==> config.mk <==
export PLATFORM = sky130hd
export DESIGN_NAME = prng_share_ctrl
export DESIGN_NICKNAME = d
export VERILOG_FILES = /design/src/rtl/prng_pkg.sv /design/src/rtl/lfsr16_core.sv /design/src/rtl/prng_share_ctrl.sv
export SDC_FILE = /design/constraint.sdc
export NUM_CORES = 1
export LEC_CHECK = 0
export CAP_MARGIN = 20
export CORE_MARGIN = 1
export CORE_UTILIZATION = 52
export CTS_BUF_LIST = sky130_fd_sc_hd__clkbuf_2
export CTS_CLUSTER_SIZE = 10
export DETAILED_ROUTE_END_ITERATION = 8
export HOLD_SLACK_MARGIN = 0.12
export PLACE_DENSITY = 0.85
export SETUP_SLACK_MARGIN = 0.3
export SYNTH_ARGS = -nofsm -noshare
export SYNTH_HDL_FRONTEND = slang
export SYNTH_SLANG_ARGS = --single-unit
==> constraint.sdc <==
create_clock -name CLK -period 1.9 [get_ports CLK]
set_input_delay 0.285 -clock CLK [delete_from_list [all_inputs] [get_ports CLK]]
set_output_delay 0.285 -clock CLK [all_outputs]
set_load 0.01 [all_outputs]
==> src/rtl/prng_pkg.sv <==
// Shared constants and the Galois LFSR step function for the pseudo-random source.
package prng_pkg;

    localparam int               LFSR_W      = 16;
    localparam logic [LFSR_W-1:0] DEF_SEED    = 16'hACE1;
    localparam logic [LFSR_W-1:0] DEF_TAPS    = 16'hB400;
    // Last step_count value before the period closes (65535 steps total).
    localparam logic [LFSR_W-1:0] PERIOD_LAST = 16'hFFFE;

    function automatic logic [LFSR_W-1:0] lfsr_next(input logic [LFSR_W-1:0] state,
                                                     input logic [LFSR_W-1:0] taps);
        return state[0] ? ((state >> 1) ^ taps) : (state >> 1);
    endfunction

endpackage

==> src/rtl/lfsr16_core.sv <==
// 16-bit Galois LFSR register with a priority seed load and step enable.
module lfsr16_core
    import prng_pkg::*;
#(
    parameter logic [LFSR_W-1:0] SEED = DEF_SEED,
    parameter logic [LFSR_W-1:0] TAPS = DEF_TAPS
) (
    input  logic              CLK,
    input  logic              n_RESET,
    input  logic              en,
    input  logic              load,
    input  logic [LFSR_W-1:0] load_val,
    output logic [LFSR_W-1:0] state
);

    // NOTE: sequential state uses non-blocking assignments so every register
    // samples pre-edge values, regardless of block ordering.
    always_ff @(posedge CLK or negedge n_RESET) begin
        if (!n_RESET) begin
            state <= SEED;
        end else if (load) begin
            state <= load_val;
        end else if (en) begin
            state <= lfsr_next(state, TAPS);
        end
    end

endmodule

==> src/rtl/prng_share_ctrl.sv <==
// Round-robin arbiter sharing one LFSR among NREQ requesters, with seed
// loading, zero-seed rejection and period-wrap flagging.
module prng_share_ctrl
    import prng_pkg::*;
#(
    parameter int                NREQ = 4,
    parameter logic [LFSR_W-1:0] SEED = DEF_SEED,
    parameter logic [LFSR_W-1:0] TAPS = DEF_TAPS
) (
    input  logic              CLK,
    input  logic              n_RESET,
    input  logic [NREQ-1:0]   req,
    input  logic              seed_load,
    input  logic [LFSR_W-1:0] seed_in,
    output logic [NREQ-1:0]   gnt,
    output logic              rnd_valid,
    output logic [LFSR_W-1:0] rnd_data,
    output logic              seed_err,
    output logic              wrap,
    output logic [LFSR_W-1:0] step_count
);

    localparam int PW = (NREQ > 1) ? $clog2(NREQ) : 1;

    logic [PW-1:0]     rr_ptr;
    logic [PW-1:0]     winner;
    logic [PW-1:0]     cand_idx;
    logic              found;
    logic              load_ok;
    logic              step_en;
    logic [LFSR_W-1:0] state;

    assign load_ok = seed_load && (seed_in != '0);
    assign step_en = !seed_load && (|req);

    lfsr16_core #(
        .SEED (SEED),
        .TAPS (TAPS)
    ) u_core (
        .CLK      (CLK),
        .n_RESET  (n_RESET),
        .en       (step_en),
        .load     (load_ok),
        .load_val (seed_in),
        .state    (state)
    );

    // Search starts just after the last winner, so the last winner has lowest priority.
    // NOTE: every variable gets a default before the loop so no latch is inferred.
    always_comb begin
        winner   = rr_ptr;
        cand_idx = '0;
        found    = 1'b0;
        for (int i = 1; i <= NREQ; i++) begin
            cand_idx = PW'((int'(rr_ptr) + i) % NREQ);
            if (!found && req[cand_idx]) begin
                winner = cand_idx;
                found  = 1'b1;
            end
        end
    end

    always_ff @(posedge CLK or negedge n_RESET) begin
        if (!n_RESET) begin
            gnt        <= '0;
            rnd_valid  <= 1'b0;
            rnd_data   <= '0;
            seed_err   <= 1'b0;
            wrap       <= 1'b0;
            step_count <= '0;
            rr_ptr     <= PW'(NREQ - 1);
        end else begin
            seed_err <= 1'b0;
            wrap     <= 1'b0;
            if (seed_load) begin
                // Requests in a load cycle are dropped, not queued.
                gnt       <= '0;
                rnd_valid <= 1'b0;
                if (seed_in != '0) begin
                    step_count <= '0;
                end else begin
                    seed_err <= 1'b1;
                end
            end else if (|req) begin
                gnt        <= NREQ'(1) << winner;
                rnd_valid  <= 1'b1;
                rnd_data   <= state;
                rr_ptr     <= winner;
                wrap       <= (step_count == PERIOD_LAST);
                step_count <= (step_count == PERIOD_LAST) ? '0 : step_count + 1'b1;
            end else begin
                gnt       <= '0;
                rnd_valid <= 1'b0;
            end
        end
    end

endmodule

==> key figures, run 1 <==
Status
  • Status: finished, violations left
  • Failing checks: negative setup slack

Power and ir drop
  • Sw power: about 1.0 mW
  • Switching Fraction: between 30% and 40%
  • Sequential Power Share: 48.9%
  • Pwr/cell area: 718.4 nW/µm²
  • Int Pwr: 2.022 mW
  • Comb pwr share: 23.9%
  • Clock power frac: 27.3%
  • Maximum VDD drop: around 0.00060 V
  • Leak: 2.115 nW

STA
  • Setup ws final: -0.03858 ns
  • Rel. slew slack: between 50% and 60%
  • Final hold slack: around 0.32 ns
  • RSZ-0062 raised after global routing: yes
  • Worst slew pin tran: roughly 0.67 ns
  • Slew Viols, Final: 0
  • Fin crit share: 102.0%
  • Peak Freq: ~520 MHz
  • Clock skew: about 0.065 ns
  • Fin crit period: 1.939 ns
  • Setup-failing EPs final: 4
  • Final Hold Viols: 0

Global route
  • Initial antenna violation count: 0
  • First-pass GRT wire length: 12.90 mm
  • GRT Util Overall: 31.44%
  • Largest net degree at the start of global routing: 26
  • Grt ovf: 0
  • Number of global-route vias before repair: 2700

Critical path
  • R2r setup slk: -0.04 ns
  • CP Launch Type: register
  • Crit Reg-Reg Startpoint: step_count[11]
  • Crit path max-delay cell type: nor4_1
  • WP buf/inv: 2
  • Setup crit start: step_count[11]
  • Worst path arrival time: 2.32 ns
  • Largest stage delay, worst path: 0.50 ns
  • Reg2Reg Capture Point: step_count[14]
  • Critical Path Most Common Cell: buf_4
  • Critical path required time: 2.28 ns
  • Worst Reg-to-Reg Cells: 7
  • WS Path Type: register to register
  • CP delay by family, top: simple AND/OR/NAND/NOR gates
  • Crit. End Element: register
  • Crit path cell chain: buf_4, nand4_4, buf_4, nor4_1, nor3_1, o21ai_1, o31ai_2
  • CP max FO: 4

Placement
  • Placed Cells incl. Taps: between 400 and 500
  • IO buf count: just over 60
  • Dpl hpwl: 4.911 mm
  • Post-place setup slack: -0.1586 ns
  • Area of placed instances: 3689 µm²
  • RePlAce Congestion: 0.8734

Synthesis
  • Post-Synthesis Cells: 285
  • Synth cell types: 44
  • Syn Std Cell Area: 2736 µm²
  • Post-synth EDFFs: 0
  • Syn avg cell area: 9.601 µm²
  • Ys async rst share: 100.0%
  • Post-synthesis register bit count: 57
  • Seq/Total Area, Yosys: 52.58%
  • Syn_nets: between 300 and 400
  • Ys Warns: 0
  • Most common flop cell mapped by yosys: dfrtp_1

Routing
  • First drt pass iteration count: 7
  • Routed Wire Length: 9.501 mm
  • Iter 0 DRT Violations: 352
  • Via/cell ratio: 6.165
  • Routed wire per std cell: 19.08 µm
  • Antenna-violating nets left: 0
  • # DRC: 0
  • Vias after detailed routing: 3070

Clock tree
  • Clk_lat worst skew: ~0.53 ns
  • Sink Count: 57
  • Root Buffer: clkbuf_2
  • H-tree levels: 3
  • CTS buffer count: 9
  • Clock buffer depth: 2
  • CTS tree: built
  • CTS clk-pin slew, worst paths: 0.24 ns

Layout
  • Fill cells: 283
  • Nets: 448
  • Fraction of layout cells with a size suffix above 1: 35.75%
  • Most frequent cells in the layout: buf_4, nand2_1, dfrtp_1
  • Post-Layout Cell Count: 498
  • Antenna cells: 0
  • Most common cell after layout, fill and taps aside: buf_4
  • Fin area: 4208 µm²
  • Synthesis-to-finish area growth: 53.77%

Floorplanning
  • Rows: 26
  • Die area: 5556 µm²
  • Placeable Area: about 5100 µm²
  • # IOs: 62
  • DIE HEIGHT: approximately 75 µm
  • Initial Util: roughly 54%
  • Die width: 74.54 µm

Worst hold path
  • Worst Hold Class: input pin to async pin

Flow run
  • MaxCap Viol Count: 0
-- cell usage after synthesis (2+ instances only) --
cell	n	area, µm²
a41oi_1	3	26.28
a311oi_1	3	26.28
o32ai_1	2	17.52
nor4_1	7	43.79
dfstp_2	10	262.8
dfrtp_1	47	1176
o21ai_1	4	20.02
a222oi_1	3	30.03
mux2i_1	12	120.1
ha_1	2	25.02
inv_1	10	37.54
nor2_1	16	60.06
a21oi_1	8	40.04
a22o_1	2	17.52
nand2b_1	3	18.77
nand2_1	69	259.0
o21ai_0	16	80.08
and3_1	4	25.02
nor3_1	7	35.03
buf_2	5	25.02
clkbuf_1	8	30.03
nor3b_1	2	15.01
a21o_1	5	37.54
a31oi_1	2	12.51
or3_1	4	25.02
nand4_1	4	25.02
a31o_2	3	26.28
o31ai_1	2	15.01
xor2_1	3	26.28
nand3_1	5	25.02
-- sequential cells by signal, indices dropped and copies added (netlist names) --
name / count
rnd_valid: 1
rnd_data: 16
wrap: 1
gnt: 4
u_core.state: 16
step_count: 16
seed_err: 1
rr_ptr: 2
-- worst register-to-register path: stages (launching register included) --
cell	delay, ns
dfrtp_1	0.44
buf_4	0.15
nand4_4	0.12
buf_4	0.17
nor4_1	0.50
nor3_1	0.12
o21ai_1	0.20
o31ai_2	0.09
-- cell families after synthesis --
family / synth area share (%)
buffers and inverters: 4.070
DFF: 52.58
adders and majority gates: 0.9143
xor gates and xnor gates: 0.9604
AOI/OAI and AO/OA: 14.36
muxes: 4.390
and+or+nand+nor: 22.72
-- final cells by class --
type | instances | area [µm²] | area share (%)
sequential | 57 | 1449 | 34.43
clock buffer | 9 | 45.04 | 1.070
multi-input combinational | 203 | 1319 | 31.34
clock inverter | 7 | 71.32 | 1.695
timing repair buffer | 142 | 1199 | 28.49
tap | 70 | 87.58 | 2.081
inverter | 10 | 37.54 | 0.8921
-- worst max path at each step --
stage / slack [ns] / endpoint / depth (start not counted)
finish: -0.04 / step_count[14] / 7
global route: -0.04 / step_count[14] / 9
CTS: 0.11 / step_count[10] / 9
detailed placement: -0.16 / step_count[4] / 7
global placement: -0.14 / step_count[8] / 6
floorplan: 0.25 / step_count[7] / 8
-- routing by layer --
| metal | GRT usage [%] | part of all wire, % | vias to the layer above |
|---|---|---|---|
| met2 | 49.35 | 47 | 242 |
| li1 | - | - | 1285 |
| met4 | 16.77 | 5.4 | 0 |
| met5 | 0 | 0 | - |
| met1 | 40.47 | 39 | 1486 |
| met3 | 7.317 | 8.4 | 57 |
-- power groups by stage --
stage / logic (mW) / clock network (mW) / registers, mW
after detailed placement: 0.617 / 0 / 1.50
after floorplan: 0.263 / 0 / 1.50
after global placement: 0.601 / 0 / 1.50
after global routing: 0.783 / 0.862 / 1.49
after CTS: 0.661 / 0.805 / 1.46
final: 0.721 / 0.824 / 1.48
-- timing repair --
| item | 4_1_cts | 5_1_grt |
|---|---|---|
| pin swaps | 12 | 10 |
| endpoints found under the setup margin | 53 | 25 |
| endpoints found under the hold margin | 17 | 0 |
| hold buffers | 1 | 0 |
| setup buffers | 30 | 11 |
| gates resized for setup | 60 | 29 |
-- metrics by stage --
step,total power [mW],utilization [%],setup TNS (ns)
floorplan,1.766,-,0
detailed placement,2.122,72.68,-2.644
global placement,2.097,72.68,-2.367
global route,3.135,82.91,-0.1762
finish,3.023,82.91,-0.09799
CTS,2.930,79.98,0
Note: power is estimated with default switching activity, not from simulation.
==> run 2: changes to the inputs <==
--- a/config.mk
+++ b/config.mk
@@ -13,7 +13,9 @@
 export DETAILED_ROUTE_END_ITERATION = 8
 export HOLD_SLACK_MARGIN = 0.12
 export PLACE_DENSITY = 0.85
+export REMOVE_ABC_BUFFERS = 1
 export SETUP_SLACK_MARGIN = 0.3
 export SYNTH_ARGS = -nofsm -noshare
 export SYNTH_HDL_FRONTEND = slang
+export SYNTH_HIERARCHICAL = 1
 export SYNTH_SLANG_ARGS = --single-unit
==> key figures, run 2 <==
Floorplanning
  • Rows: 26 (unchanged)
  • # IOs: 62 (unchanged)
  • DIE HEIGHT: 76.17 µm (was 74.54 µm)
  • Placeable Area: 5205 µm² (was 5075 µm²)
  • Die width: 76.17 µm (was 74.54 µm)
  • Initial Util: 54.95% (was 53.92%)
  • Die area: 5801 µm² (was 5556 µm²)

Critical path
  • Worst Reg-to-Reg Cells: 5 (was 7)
  • Critical path required time: 2.33 ns (was 2.28 ns)
  • R2r setup slk: -0.05 ns (was -0.04 ns)
  • Reg2Reg Capture Point: step_count[9] (was step_count[14])
  • Worst path arrival time: 2.38 ns (was 2.32 ns)
  • Crit Reg-Reg Startpoint: step_count[0] (was step_count[11])
  • Crit. End Element: register (unchanged)
  • CP Launch Type: register (unchanged)
  • CP max FO: 4 (unchanged)
  • WS Path Type: register to register (unchanged)

Worst hold path
  • Worst hold stages: 3
  • Worst Hold Class: input pin to register (was input pin to async pin)
  • Hold path start: seed_in[1]
  • WHS Endpoint: u_core/state[1]

Global route
  • Number of global-route vias before repair: 2803 (was 2700)
  • Largest net degree at the start of global routing: 40 (was 26)
  • Initial antenna violation count: 0 (unchanged)
  • First-pass GRT wire length: 13.14 mm (was 12.90 mm)
  • Met2 Use GR: 47.64% (was 49.35%)
  • Most used routing layer: met2 (unchanged)
  • GRT Util Overall: 29.05% (was 31.44%)
  • Grt ovf: 0 (unchanged)
  • GR Util met3: 5.030% (was 7.317%)
  • Met1 GRT Util: 34.92% (was 40.47%)

Clock tree
  • Sink Count: 57 (unchanged)
  • CTS buffer count: 9 (unchanged)
  • Clk_lat worst skew: 0.51 ns (was 0.53 ns)
  • H-tree levels: 3 (unchanged)
  • Root Buffer: clkbuf_2 (unchanged)
  • CTS clk-pin slew, worst paths: 0.20 ns (was 0.24 ns)
  • CTS tree: built (unchanged)
  • Clock buffer depth: 2 (unchanged)

Status
  • Failing checks: negative setup slack (unchanged)
  • Status: finished, violations left (unchanged)

STA
  • Rel. slew slack: 63.96% (was 55.23%)
  • Fin crit period: 1.950 ns (was 1.939 ns)
  • Fin crit share: 102.6% (was 102.0%)
  • Setup-failing EPs final: 5 (was 4)
  • Setup ws final: -0.04958 ns (was -0.03858 ns)
  • Slew Viols, Final: 0 (unchanged)
  • Setup TNS: -0.1404 ns (was -0.09799 ns)
  • Clock skew: 0.03385 ns (was 0.06457 ns)
  • Peak Freq: 512.9 MHz (was 515.8 MHz)
  • Final hold slack: 0.1248 ns (was 0.3166 ns)
  • RSZ-0062 raised after global routing: yes (unchanged)
  • Final Hold Viols: 0 (unchanged)
  • Worst slew pin tran: 0.5336 ns (was 0.6655 ns)

Routing
  • Antenna-violating nets left: 0 (unchanged)
  • Iter 0 DRT Violations: 326 (was 352)
  • Routed wire per std cell: 19.19 µm (was 19.08 µm)
  • Vias after detailed routing: 3086 (was 3070)
  • First drt pass iteration count: 6 (was 7)
  • # DRC: 0 (unchanged)
  • Via/cell ratio: 6.087 (was 6.165)
  • Routed Wire Length: 9.731 mm (was 9.501 mm)

Synthesis
  • Most common flop cell mapped by yosys: dfrtp_1 (unchanged)
  • Synth area leader: dfrtp_1 (unchanged)
  • Post-Synthesis Cells: 292 (was 285)
  • Synth cell types: 49 (was 44)
  • Count leader, synth: nand2_1 (unchanged)
  • Post-synth top cells: nand2_1, dfrtp_1, mux2i_1 (was nand2_1, dfrtp_1, nor2_1, o21ai_0, mux2i_1)
  • Seq/Total Area, Yosys: 50.31% (was 52.58%)
  • Syn Std Cell Area: 2860 µm² (was 2736 µm²)
  • Ys async rst share: 100.0% (unchanged)
  • Area contributors post-synth: dfrtp_1, nand2_1, dfstp_2 (was dfrtp_1, dfstp_2, nand2_1)
  • Syn avg cell area: 9.795 µm² (was 9.601 µm²)
  • Ys Warns: 6 (was 0)
  • Post-synthesis register bit count: 57 (unchanged)
  • Post-synth EDFFs: 0 (unchanged)
  • Area share of the largest cell type after synthesis: 41.12% (was 42.98%)

Layout
  • Post-layout util: 83.34% (was 82.91%)
  • FF/Latch Area: 1446 µm² (was 1449 µm²)
  • Fill cells: 296 (was 283)
  • Most common cell after layout, fill and taps aside: nand2_1 (was buf_4)
  • Post-Layout Cell Count: 507 (was 498)
  • Antenna cells: 0 (unchanged)
  • Most frequent cells in the layout: nand2_1, buf_4, dfrtp_1 (was buf_4, nand2_1, dfrtp_1)
  • Largest regs: rnd_data (16), step_count (16), u_core/state (16) (was rnd_data (16), step_count (16), u_core.state (16))
  • Multi-input gate area: 1475 µm² (was 1319 µm²)
  • Nets: 457 (was 448)
  • Fraction of layout cells with a size suffix above 1: 37.07% (was 35.75%)
  • Synthesis-to-finish area growth: 51.66% (was 53.77%)

Placement
  • Post-place setup slack: -0.5127 ns (was -0.1586 ns)
  • Dpl hpwl: 4.962 mm (was 4.911 mm)
  • RePlAce Congestion: 0.8795 (was 0.8734)
  • Placed Cells incl. Taps: 448 (was 440)
  • IO buf count: 61 (unchanged)

Flow run
  • MaxCap Viol Count: 0 (unchanged)

Power and ir drop
  • Leak: 2.105 nW (was 2.115 nW)
  • Pwr/cell area: 702.5 nW/µm² (was 718.4 nW/µm²)
  • Maximum VDD drop: 0.0004525 V (was 0.0006000 V)
## run 2: cell types whose count changed in the layout (fill, tap and decap cells not counted), sizes merged, moves of 7 or more
cell           delta
dlygate4sd3       +8
clkbuf            +8
clkdlybuf4s50    -20
or4               +8
xnor2             +7
## run 2: routing by layer
metal | share of wire [%] | wire (µm)
met2 | 47 | 4616
met3 | 9.5 | 924
met1 | 38 | 3735
met4 | 4.7 | 454
met5 | 0 | 0
## run 2: power by group
group          leakage [nW]  switching (mW)  internal [mW]
Combinational          1.33           0.385          0.370
Sequential            0.708           0.101           1.37
Clock                0.0685           0.509          0.313
Total                  2.10           0.994           2.05
## run 2: logic make-up (layout without fill, tap and decap cells)
| logic type | after synthesis | after routing | synth area share, % |
|---|---|---|---|
| adders and majority gates | 2 | 2 | 0.8748 |
| buffers and inverters | 18 | 163 | 3.586 |
| and+or+nand+nor | 148 | 148 | 26.38 |
| DFF | 57 | 57 | 50.31 |
| xor gates and xnor gates | 7 | 7 | 2.144 |
| AOI/OAI and AO/OA | 43 | 43 | 10.72 |
| muxes | 17 | 17 | 5.993 |
## run 2: how the worst max path moves through the flow
stage | to | from | depth (start not counted)
4_1_cts | step_count[6] | step_count[8] | 5
3_3_place_gp | u_core/state[12] | seed_in[1] | 6
5_1_grt | step_count[6] | step_count[8] | 6
3_5_place_dp | u_core/state[13] | seed_in[1] | 6
6_report | step_count[9] | step_count[0] | 5
2_1_floorplan | u_core/state[12] | req[2] | 5
## run 2: repair_timing
item,CTS,global route
buffers inserted,18,16
hold buffers,6,3
pin swaps,16,20
hold endpoints to repair,44,3
resized for setup,103,53
endpoints found under the setup margin,71,34
## run 2: worst max-delay path, stage by stage, from the launching register on
cell     delay (ns)
dfrtp_2        0.45
buf_4          0.15
nand4_1        0.20
nor4_2         0.38
or3b_2         0.52
a21oi_2        0.18
## run 2: per-stage QoR
step / total power [mW] / area (µm²)
CTS: 2.924 / 4123
floorplan: 1.771 / 2773
global route: 3.156 / 4338
detailed placement: 2.135 / 3784
finish: 3.047 / 4338
global placement: 2.110 / 3784
## run 2: area by class of cell
| cell class | instances | share of cell area [%] |
|---|---|---|
| clock buffer | 10 | 1.154 |
| clock inverter | 6 | 1.558 |
| inverter | 4 | 0.4327 |
| multi-input combinational | 217 | 34.01 |
| sequential | 57 | 33.34 |
| tap | 70 | 2.019 |
| timing repair buffer | 143 | 27.49 |
==> run 3: changes to the inputs <==
--- a/config.mk
+++ b/config.mk
@@ -5,7 +5,7 @@
 export SDC_FILE = /design/constraint.sdc
 export NUM_CORES = 1
 export LEC_CHECK = 0
-export CAP_MARGIN = 20
+export CAP_MARGIN = 10
 export CORE_MARGIN = 1
 export CORE_UTILIZATION = 52
 export CTS_BUF_LIST = sky130_fd_sc_hd__clkbuf_2
==> results of run 3 <==
The final DEF is identical to that of run 2; final timing and power are the same.
==> edit 1 (flow settings as in run 2) <==
Put one more register stage on the output `step_count`. The value now appears one clock later. The other outputs are not delayed to match.
--- a/src/rtl/prng_share_ctrl.sv
+++ b/src/rtl/prng_share_ctrl.sv
@@ -21,6 +21,8 @@
 );
 
     localparam int PW = (NREQ > 1) ? $clog2(NREQ) : 1;
+
+    logic [LFSR_W-1:0] step_count_s0;
 
     logic [PW-1:0]     rr_ptr;
     logic [PW-1:0]     winner;
@@ -67,7 +69,7 @@
             rnd_data   <= '0;
             seed_err   <= 1'b0;
             wrap       <= 1'b0;
-            step_count <= '0;
+            step_count_s0 <= '0;
             rr_ptr     <= PW'(NREQ - 1);
         end else begin
             seed_err <= 1'b0;
@@ -77,7 +79,7 @@
                 gnt       <= '0;
                 rnd_valid <= 1'b0;
                 if (seed_in != '0) begin
-                    step_count <= '0;
+                    step_count_s0 <= '0;
                 end else begin
                     seed_err <= 1'b1;
                 end
@@ -86,8 +88,8 @@
                 rnd_valid  <= 1'b1;
                 rnd_data   <= state;
                 rr_ptr     <= winner;
-                wrap       <= (step_count == PERIOD_LAST);
-                step_count <= (step_count == PERIOD_LAST) ? '0 : step_count + 1'b1;
+                wrap       <= (step_count_s0 == PERIOD_LAST);
+                step_count_s0 <= (step_count_s0 == PERIOD_LAST) ? '0 : step_count_s0 + 1'b1;
             end else begin
                 gnt       <= '0;
                 rnd_valid <= 1'b0;
@@ -95,5 +97,9 @@
         end
     end
 
+    always_ff @(posedge CLK) begin
+        step_count <= step_count_s0;
+    end
+
 endmodule
 
Function: changed (Yosys sat finds a counterexample within 4 cycles, from zero or initial values and one cycle with n_RESET low).
==> edit 1 against run 2 <==
- maximum frequency rose by 4.7%
- first-iteration DRC count fell by 11%
- sequential power rose by 26%
- total power rose by 14%
- wire length fell by 12%
- critical path type unchanged
- worst setup slack improved by 0.088 ns
- sequential cell count rose by 16
- synthesized area rose by 11%
- design area rose by 5.2%
==> edit 1: results (changes against run 2) <==
Non-Filler Instances: 522 (was 507)
Synth area leaders: dfrtp_1 37%, dfxtp_1 10%, nand2_1 9.2%, dfstp_2 8.3%, mux2i_1 4.7% (was dfrtp_1 41%, nand2_1 9.3%, dfstp_2 9.2%, mux2i_1 5.6%, xnor2_1 2.1%)
Mux share of post-synthesis cell area: 5.077% (was 5.993%)
DRT Pass-1 Iters: 5 (was 6)
Static Leakage: 2.209 nW (was 2.105 nW)
Gr usage total: 27.17% (was 29.05%)
DP Area: 0.004148 mm² (was 0.003784 mm²)
Xor and xnor area share after synthesis: 0.8264% (was 2.143%)
Share of cells above drive strength 1: 30.87% (was 37.07%)
Crit-path max FO: 8 (was 4)
Drt initial violations: 291 (was 326)
Worst EP arrival: 2.28 ns (was 2.38 ns)
Compound-Gate Fraction of Synth Area: 9.603% (was 10.72%)
Synthesized instance count: 316 (was 292)
Sequential area share after synthesis: 55.33% (was 50.31%)
Crit path to: step_count_s0[5] (was step_count[9])
Status: completed (was finished, violations left)
Largest net degree at the start of global routing: 39 (was 40)
CP startpoint: step_count_s0[0] (was step_count[0])
Met2 Use GR: 43.93% (was 47.64%)
GPL Wtd Cong: 0.8758 (was 0.8795)
Reg2Reg Depth: 7 (was 5)
Slew @ Worst Pin: 0.4606 ns (was 0.5336 ns)
Pre-CTS WS: -0.2575 ns (was -0.5127 ns)
Adder-Cell Fraction of Synth Area: 0.7871% (was 0.8749%)
Final setup violation count: 0 (was 5)
Met3 global-route usage: 5.795% (was 5.030%)
Reg clk slew, reported paths: 0.18 ns (was 0.20 ns)
Fill cells: 381 (was 296)
Vias: 3,006 (was 3,086)
Ys async rst share: 78.08% (was 100.0%)
Post-DP HPWL: 5280 µm (was 4962 µm)
Distinct cells, synth: 54 (was 49)
Vias in the first global route: 2,862 (was 2,803)
==> edit 1: stage by stage <==
| stage | util, % | setup TNS (ns) |
|---|---|---|
| 5_1_grt | 77.05 | 0 |
| 4_1_cts | 75.19 | 0 |
| 3_3_place_gp | 70.05 | -4.038 |
| 6_report | 77.05 | 0 |
| 2_1_floorplan | - | -6.989 |
| 3_5_place_dp | 70.05 | -4.193 |
==> edit 1: cell type report <==
class / instances / share of cell area, %
tap: 75 / 2.057
clock inverter: 5 / 1.042
clock buffer: 11 / 1.207
multi-input combinational: 218 / 31.24
inverter: 7 / 0.5760
sequential: 73 / 38.67
timing repair buffer: 133 / 25.21
==> edit 1: critical path, stage by stage, from the launching register on <==
cell and delay [ns]:
dfrtp_2 0.47, inv_2 0.08, ha_4 0.13, nand4_1 0.10, or4_4 0.57, buf_6 0.17
or4b_4 0.20, nand3_2 0.05
==> edit 1: per-layer routing <==
layer | part of all wire [%] | vias up | wire [µm]
met4 | 3.3 | 0 | 281
met2 | 49 | 153 | 4200
met5 | 0 | - | 0
met3 | 6.0 | 41 | 514
li1 | - | 1374 | -
met1 | 42 | 1438 | 3607
==> edit 1: timing repair <==
action                                 in CTS  in global routing
hold buffers                                1                  0
buffers inserted                           18                  6
endpoints found under the hold margin      52                  0
setup endpoints to repair                  57                 31
pin swaps                                  21                 10
resized for setup                          66                 16
==> edit 1: worst min-delay path by stage <==
stage                        from         endpoint  slack [ns]  cells past startpoint
final                     n_RESET      rnd_data[2]        0.23                      2
after global routing      n_RESET      rnd_data[2]        0.25                      2
after CTS                 n_RESET  u_core/state[3]        0.22                      2
after detailed placement  n_RESET      rnd_data[2]        0.25                      1
after global placement    n_RESET      rnd_data[2]        0.25                      1
after floorplan           n_RESET           gnt[0]       -0.01                      0
==> edit 1: kinds of logic (layout without fill, tap and decap cells) <==
| family | after synthesis | count (layout) |
|---|---|---|
| buffers and inverters | 25 | 156 |
| DFF | 73 | 73 |
| muxes | 16 | 16 |
| AOI/OAI and AO/OA | 45 | 45 |
| and+or+nand+nor | 152 | 152 |
| adders and majority gates | 2 | 2 |
| xor gates and xnor gates | 3 | 3 |
==> edit 1: report_power, final <==
part           switching [mW]  leakage, nW  internal [mW]
clock network           0.536       0.0708          0.303
registers               0.116        0.840           1.73
logic                   0.379         1.30          0.410
==> edit 2 (flow settings as in run 2) <==
Without the edit above. `NREQ`: 4 -> 8.
--- a/src/rtl/prng_share_ctrl.sv
+++ b/src/rtl/prng_share_ctrl.sv
@@ -3,7 +3,7 @@
 module prng_share_ctrl
     import prng_pkg::*;
 #(
-    parameter int                NREQ = 4,
+    parameter int                NREQ = 8,
     parameter logic [LFSR_W-1:0] SEED = DEF_SEED,
     parameter logic [LFSR_W-1:0] TAPS = DEF_TAPS
 ) (
Ports: changed (resized gnt and req); port bits go from 62 to 70. The function was not compared with the original's and may differ.
==> edit 2 against run 2 <==
- the run still ends with setup timing left
- via count up 44%
- highest routed layer unchanged
- global-route usage up 7.2 points
- maximum frequency down 34%
- final cell count up 37%
- design area up 44%
- sequential cell count up 5
- worst setup slack worse by 1.0 ns
- synthesized area up 33%
- wire length up 67%
- core utilization up 6.5 points
- largest cell class unchanged
- total power rose to 3.0 times the old value
- largest power group is now combinational logic
==> edit 2: results (changes against run 2) <==
Status: finished, violations left (unchanged)
Failing checks: setup timing (unchanged)
Clock-net power: 0.774 mW (was 0.822 mW)
TNS Setup: -16.04 ns (was -0.1404 ns)
Met3 Wirelength: 1660 µm (was 924 µm)
DP Cell Count: 624 (was 448)
Setup Skew: 0.08566 ns (was 0.03385 ns)
Met3 global-route usage: 10.14% (was 5.030%)
Pre-CTS WS: -0.9905 ns (was -0.5127 ns)
Switching pwr: 4.282 mW (was 0.9944 mW)
DR vias/cell: 6.412 (was 6.087)
Most instantiated cells after synthesis: 87 x nand2_1, 51 x dfrtp_1, 28 x o21ai_0 (was 71 x nand2_1, 47 x dfrtp_1, 16 x mux2i_1)
Synth area leaders: dfrtp_1 34%, nand2_1 8.6%, dfstp_2 7.6%, mux4_2 5.9%, mux2i_1 5.8% (was dfrtp_1 41%, nand2_1 9.3%, dfstp_2 9.2%, mux2i_1 5.6%, xnor2_1 2.1%)
Worst-Skew Late Latency: 0.57 ns (was 0.51 ns)
Avg WL per Cell: 23.33 µm (was 19.19 µm)
Met2 Use GR: 57.53% (was 47.64%)
Met1 Routed Length: 5743 µm (was 3735 µm)
Resized Gates After CTS: 186 (was 103)
Static Leakage: 2.898 nW (was 2.105 nW)
Sequential area share after synthesis: 41.19% (was 50.31%)
Post-CTS Setup Repair Bufs: 33 (was 18)
Final setup violation count: 53 (was 5)
Drt initial violations: 422 (was 326)
Routed wl met2: 7546 µm (was 4616 µm)
Gate power share: 73.7% (was 24.8%)
Mean Syn Cell Area: 9.718 µm² (was 9.795 µm²)
DP Area: 0.005145 mm² (was 0.003784 mm²)
Worst-case vdd ir drop: 1.374 mV (was 0.4525 mV)
Setup WS post-layout: -1.057 ns (was -0.04958 ns)
First-pass GRT wire length: 20,910 µm (was 13,140 µm)
Worst EP arrival: 3.39 ns (was 2.38 ns)
Power Combinational: 6.82 mW (was 0.755 mW)
CP max stage cell: dfstp_2 (was or3b_2)
CP delay by family, top: compound AO/OA/AOI/OAI gates (was simple AND/OR/NAND/NOR gates)
Largest net degree at the start of global routing: 63 (was 40)
Crit-path max FO: 6 (was 4)
Minimum clock period: 2.957 ns (was 1.950 ns)
GPL Wtd Cong: 0.9763 (was 0.8795)
CTS hold repair buffers: 1 (was 6)
Distinct cells, synth: 62 (was 49)
Slew @ Worst Pin: 0.5400 ns (was 0.5336 ns)
Nets: 625 (was 457)
Vias: 4,456 (was 3,086)
Reg clk slew, reported paths: 0.28 ns (was 0.20 ns)
Share of cells above drive strength 1: 48.41% (was 37.07%)
Hold crit path type: in2async (was in2reg)
IO Port Bufs: 69 (was 61)
Grt met1 use: 45.58% (was 34.92%)
[edit 2: cell families after synthesis]
family          synth area share, %
xor+xnor                      3.161
flops                         41.19
mux                           13.99
compound gates                13.47
buf+inv                       4.313
fa+ha+maj                     1.317
simple gates                  22.56
[edit 2: path summary, 6_finish.rpt]
check | from | endpoint | slack, ns | cells past startpoint
max | rr_ptr[1] | gnt[2] | -1.06 | 9
min | n_RESET | rnd_data[3] | 0.21 | 3
max reg2reg | rr_ptr[1] | gnt[2] | -1.06 | 9
min reg2reg | rnd_data[12] | rnd_data[12] | 0.50 | 2
max in group asynchronous | n_RESET | rr_ptr[1] | 1.26 | 3
min in group CLK | seed_in[7] | u_core/state[7] | 0.30 | 3
[edit 2: area by class of cell]
class / instances / area (µm²)
Multi-Input combinational cell: 301 / 2574
Timing Repair Buffer: 212 / 1852
Sequential cell: 62 / 1568
Fill cell: 283 / 704.4
Tap cell: 96 / 120.1
Clock inverter: 7 / 48.80
Clock buffer: 9 / 45.04
Inverter: 8 / 32.53
